<file path="src/rtl/keypad_scan.sv">
// 4x4 active-low keypad scanner: rotates a one-hot-low column strobe, assembles a
// 16-bit snapshot per sweep, debounces whole sweeps and reports single-key presses.
module keypad_scan #(
    parameter int unsigned SCAN_DIV = 50000,
    parameter int unsigned DEBOUNCE = 4
) (
    input  logic       CLK,
    input  logic       RST,
    input  logic [3:0] ROW,
    output logic [3:0] COL,
    output logic [3:0] KEY_CODE,
    output logic       KEY_VALID,
    output logic       KEY_HELD
);

    localparam int unsigned DW = $clog2(SCAN_DIV);
    localparam int unsigned SW = $clog2(DEBOUNCE + 1);
    localparam logic [DW-1:0] SLOT_LAST  = DW'(SCAN_DIV - 1);
    localparam logic [SW-1:0] STABLE_MAX = SW'(DEBOUNCE);

    typedef enum logic {
        IDLE,
        PRESSED
    } state_t;

    logic [DW-1:0] slot_cnt;
    logic [1:0]    col_idx;
    logic [15:0]   partial;
    logic [15:0]   prev_snap;
    logic [SW-1:0] stable_cnt;
    state_t        state;
    state_t        state_next;

    logic          tick;
    logic          sweep_end;
    logic [15:0]   snap;
    logic [SW-1:0] stable_cnt_next;
    logic          snap_stable;
    logic          one_hot;
    logic [3:0]    hot_idx;
    logic [3:0]    code_next;
    logic          valid_next;
    logic          held_next;

    assign tick      = (slot_cnt == SLOT_LAST);
    assign sweep_end = tick && (col_idx == 2'd3);
    assign COL       = ~(4'b0001 << col_idx);

    // The column-3 rows are folded in combinationally so the comparison sees the full sweep.
    assign snap = {~ROW, partial[11:0]};

    always_comb begin
        stable_cnt_next = SW'(1);
        if (snap == prev_snap) begin
            stable_cnt_next = (stable_cnt == STABLE_MAX) ? stable_cnt : stable_cnt + 1'b1;
        end
    end

    assign snap_stable = (stable_cnt_next == STABLE_MAX);
    assign one_hot     = (snap != '0) && ((snap & (snap - 16'd1)) == '0);

    always_comb begin
        hot_idx = '0;
        for (int unsigned i = 0; i < 16; i++) begin
            if (snap[i]) begin
                hot_idx = 4'(i);
            end
        end
    end

    always_ff @(posedge CLK) begin
        if (RST) begin
            slot_cnt   <= '0;
            col_idx    <= '0;
            partial    <= '0;
            prev_snap  <= '0;
            stable_cnt <= '0;
        end else begin
            slot_cnt <= tick ? '0 : slot_cnt + 1'b1;
            if (tick) begin
                partial[{col_idx, 2'b00} +: 4] <= ~ROW;
                col_idx                        <= col_idx + 2'd1;
            end
            if (sweep_end) begin
                prev_snap  <= snap;
                stable_cnt <= stable_cnt_next;
            end
        end
    end

    always_ff @(posedge CLK) begin
        if (RST) begin
            state     <= IDLE;
            KEY_CODE  <= '0;
            KEY_VALID <= 1'b0;
            KEY_HELD  <= 1'b0;
        end else begin
            state     <= state_next;
            KEY_CODE  <= code_next;
            KEY_VALID <= valid_next;
            KEY_HELD  <= held_next;
        end
    end

    always_comb begin
        state_next = state;
        code_next  = KEY_CODE;
        valid_next = 1'b0;
        held_next  = KEY_HELD;
        if (sweep_end && snap_stable) begin
            case (state)
                IDLE: begin
                    if (one_hot) begin
                        code_next  = hot_idx;
                        valid_next = 1'b1;
                        held_next  = 1'b1;
                        state_next = PRESSED;
                    end
                end
                PRESSED: begin
                    if (snap == '0) begin
                        held_next  = 1'b0;
                        state_next = IDLE;
                    end
                end
                default: state_next = IDLE;
            endcase
        end
    end

endmodule

</file>
<file path="config.mk">
export PLATFORM = sky130hd
export DESIGN_NAME = keypad_scan
export DESIGN_NICKNAME = d
export VERILOG_FILES = /design/src/rtl/keypad_scan.sv
export SDC_FILE = /design/constraint.sdc
export NUM_CORES = 1
export LEC_CHECK = 0
export ABC_AREA = 1
export BUFFER_PORTS_ARGS = -buffer_cell sky130_fd_sc_hd__buf_2
export CAP_MARGIN = 20
export CELL_PAD_IN_SITES_DETAIL_PLACEMENT = 1
export CELL_PAD_IN_SITES_GLOBAL_PLACEMENT = 1
export CORE_MARGIN = 3
export CORE_UTILIZATION = 40
export CTS_CLUSTER_SIZE = 12
export DETAILED_ROUTE_END_ITERATION = 10
export PLACE_DENSITY_LB_ADDON = 0.1
export SETUP_SLACK_MARGIN = 0.02
export SYNTH_ARGS = -nofsm -noshare
export SYNTH_HDL_FRONTEND = slang
export SYNTH_SLANG_ARGS = --single-unit
</file>
<file path="constraint.sdc">
create_clock -name CLK -period 2.4 [get_ports CLK]
set_input_delay 0.6 -clock CLK [delete_from_list [all_inputs] [get_ports CLK]]
set_output_delay 0.6 -clock CLK [all_outputs]
set_load 0.005 [all_outputs]
</file>
==> flow_summary_export.csv <==
group,metric,value,unit
synth,syn_nets,483,
synth,synth_top_area_share,35.56,%
grt,grt_pass1_wl,14550,µm
synth,syn_area_per_cell,6.723,µm²
detailed_routing,drtPass1Iterations,5,
power_and_ir_drop,switching_share,23.49,%
clock_tree,post_cts_buffers,0,
detailed_routing,drt-initial-drc-count,141,
grt,grt.overflow.total,0,
cells_and_area,syn2layout_area_growth,9.206,%
cells_and_area,fillers,1029,
critical_path,cp-end-kind,"output pin",
synth,synth_edf_count,0,
synth,yosysTopAreaCell,"dfxtp_1",
cells_and_area,fin_cells,589,
power_and_ir_drop,vdd_ir_drop_max,0.1997,mV
power_and_ir_drop,internal_power,1.193,mW
sta,slew_viol_final,0,
place,dp_slack,0.2385,ns
place,gp_congestion,0.9830,
clock_tree,max-clock-path-buffers,2,
floorplanning,pin_count,16,
clock_tree,cts_hold_buf,0,
sta,fin_tns_setup,0,ns
clock_tree,cts_tree,"done",
sta,setup_ws,0.3711,ns
floorplanning,dieHeight,94.79,µm
synth,ys_ff_latch,56,
floorplanning,die_area,0.008984,mm²
floorplanning,dieWidth,94.79,µm
clock_tree,cts_resized,0,
power_and_ir_drop,pwr-share-seq,60.0,%
floorplanning,coreArea,0.007447,mm²
cells_and_area,fin_nets,503,
place,numPlacedInstances,581,
status,status,"completed",
hold_path,hold_class,"flop to flop",
sta,max_slew.worst_pin.slew,0.3900,ns
grt,first_global_vias,2906,
place,hpwlAfterDp,6897,µm
critical_path,critPathMaxFanout,6,
place,io_buffers,15,
clock_tree,htreeDepth,2,
synth,synthTopCellsByArea,"dfxtp_1 36%, nand2_1 14%, a21oi_1 6.7%",
power_and_ir_drop,clock_power_share,34.9,%
synth,yosysUniqueCellTypes,36,
detailed_routing,wl,8724,µm
detailed_routing,postRouteAntennaNets,0,
detailed_routing,routedWlPerCell,14.81,µm
power_and_ir_drop,leakagePower,1.578,nW
critical_path,cp-start-kind,"flop",
clock_tree,cts_made_buffers,5,
sta,whs,0.4474,ns
power_and_ir_drop,powerDensity,452.9,mW/mm²
synth,seq_area_frac_synth,35.56,%
critical_path,arrival,1.43,ns
sta,hold_violations,0,
cells_and_area,antenna_cells,0,
detailed_routing,drc_errors,0,
floorplanning,start_util,42.34,%
cells_and_area,regArea,0.001121,mm²
clock_tree,path_clk_slew,0.09,ns
clock_tree,clock_sinks,56,
floorplanning,num_rows,31,
synth,yosysWarnings,0,
detailed_routing,dr_total_vias,3029,
synth,syn_area,0.003153,mm²
synth,synthArstFlopShare,0,%
sta,relSlewSlack,73.81,%
grt,grt.total_usage,20.81,%
grt,grt_max_degree,28,
clock_tree,clk_latency,0.32,ns
power_and_ir_drop,p_switching,366.3,µW
cells_and_area,multiInputGateArea,0.001733,mm²
cells_and_area,drive_gt1_share,12.45,%
synth,ys.flop_type,"dfxtp_1",
sta,period_share,84.54,%
power_and_ir_drop,power_frac_comb,5.1,%
grt,antenna_found_initial,0,
run,maxCapViolCount,0,
synth,syn_inst,469,
sta,layout_min_cycle_time,2.029,ns
sta,max_freq,492.9,MHz
sta,grt_setup_unrepaired,"false",
detailed_routing,detail_route.vias_per_cell,5.143,
sta,fin_skew,0.01123,ns
critical_path,required,1.80,ns
clock_tree,root_buffer,"clkbuf_8",
critical_path,crit_type,"flop to output pin",
sta,setup_viol,0,
-- final cells by class --
| class | count | area share, % |
|---|---|---|
| Multi-Input combinational cell | 337 | 50.33 |
| Inverter | 68 | 7.413 |
| Clock buffer | 8 | 2.616 |
| Sequential cell | 56 | 32.56 |
| Timing Repair Buffer | 21 | 3.488 |
| Tap cell | 99 | 3.597 |
-- layer usage --
layer	track usage (%)	wire, µm	vias to the layer above
li1	-	-	1544
met1	30.58	4461	1425
met2	31.65	3775	50
met3	3.187	389	10
met4	5.168	97	0
met5	0	0	-
-- kinds of logic (layout without fill, tap and decap cells) --
group	count (synthesis)	in the layout	share of synthesized area, %
AND/OR/NAND/NOR	228	228	32.78
AO/OA/AOI/OAI	87	87	15.12
buffers and inverters	76	97	9.484
flip-flops	56	56	35.56
XOR/XNOR	14	14	3.889
adder cells (fa/ha/maj)	8	8	3.175
-- worst max-delay path, cell delays in order, from the launching register on --
cell	delay (ns)
dfxtp_1	0.45
inv_1	0.14
ha_1	0.32
inv_1	0.10
buf_2	0.11
-- power by group through the flow --
stage | registers, mW | clock network [mW] | logic [mW]
floorplan | 0.956 | 0 | 0.0525
global placement | 0.957 | 0 | 0.0769
detailed placement | 0.957 | 0 | 0.0788
CTS | 0.935 | 0.568 | 0.0793
global route | 0.937 | 0.614 | 0.0892
finish | 0.935 | 0.544 | 0.0798
-- worst paths after layout --
path | from | endpoint | slack [ns] | depth (start not counted)
max reg2reg | slot_cnt[0]$_SDFF_PP0_ | KEY_CODE[3]$_SDFFE_PP0P_ | 0.43 | 12
min reg2reg | slot_cnt[0]$_SDFF_PP0_ | slot_cnt[0]$_SDFF_PP0_ | 0.45 | 1
max | col_idx[0]$_SDFFE_PP0P_ | COL[0] | 0.37 | 4
min | slot_cnt[0]$_SDFF_PP0_ | slot_cnt[0]$_SDFF_PP0_ | 0.45 | 1
-- state kept, by name, summed over array words and instances, names as in the netlist --
signal	cells
KEY_CODE	4
partial	12
state	1
prev_snap	16
col_idx	2
stable_cnt	3
slot_cnt	16
KEY_HELD	1
KEY_VALID	1
-- through the flow --
stage          total power, mW  util [%]  instance area, µm²
6_report                 1.559     46.24                3443
3_5_place_dp             1.036     45.03                3353
4_1_cts                  1.583     46.24                3443
3_3_place_gp             1.034     45.03                3353
5_1_grt                  1.640     46.24                3443
2_1_floorplan            1.009         -                3153
-- Yosys cell counts, types with 2 or more instances --
| library cell | number |
|---|---|
| dfxtp_1 | 56 |
| inv_2 | 10 |
| nand3_1 | 20 |
| nand2_1 | 114 |
| nor3_1 | 7 |
| o21ai_0 | 25 |
| a211oi_1 | 12 |
| clkbuf_1 | 3 |
| xor2_1 | 6 |
| ha_1 | 8 |
| xnor2_1 | 8 |
| nand3b_1 | 3 |
| buf_2 | 3 |
| clkinv_1 | 2 |
| inv_1 | 56 |
| nor2_4 | 3 |
| nand3_2 | 3 |
| nand4_1 | 9 |
| a31oi_1 | 2 |
| nor2_1 | 49 |
| o21ai_1 | 3 |
| a21oi_1 | 42 |
| nor2_2 | 11 |
| nand2_2 | 2 |
-- cells in the final DEF (no fill, tap or decap), drive strengths merged --
cell type,n
nand4,10
clkinv,2
clkbuf,8
ha,8
nand3,23
a211oi,12
o21ai,28
a221oi,1
o21a,1
dfxtp,56
xnor2,8
and2,2
buf,21
a21oi,42
nor3,8
nor3b,1
a31oi,2
nand3b,3
nor2,63
a21boi,1
nand2,117
xor2,6
inv,66
or2,1
No activity file was read; power rests on OpenSTA's default activity.
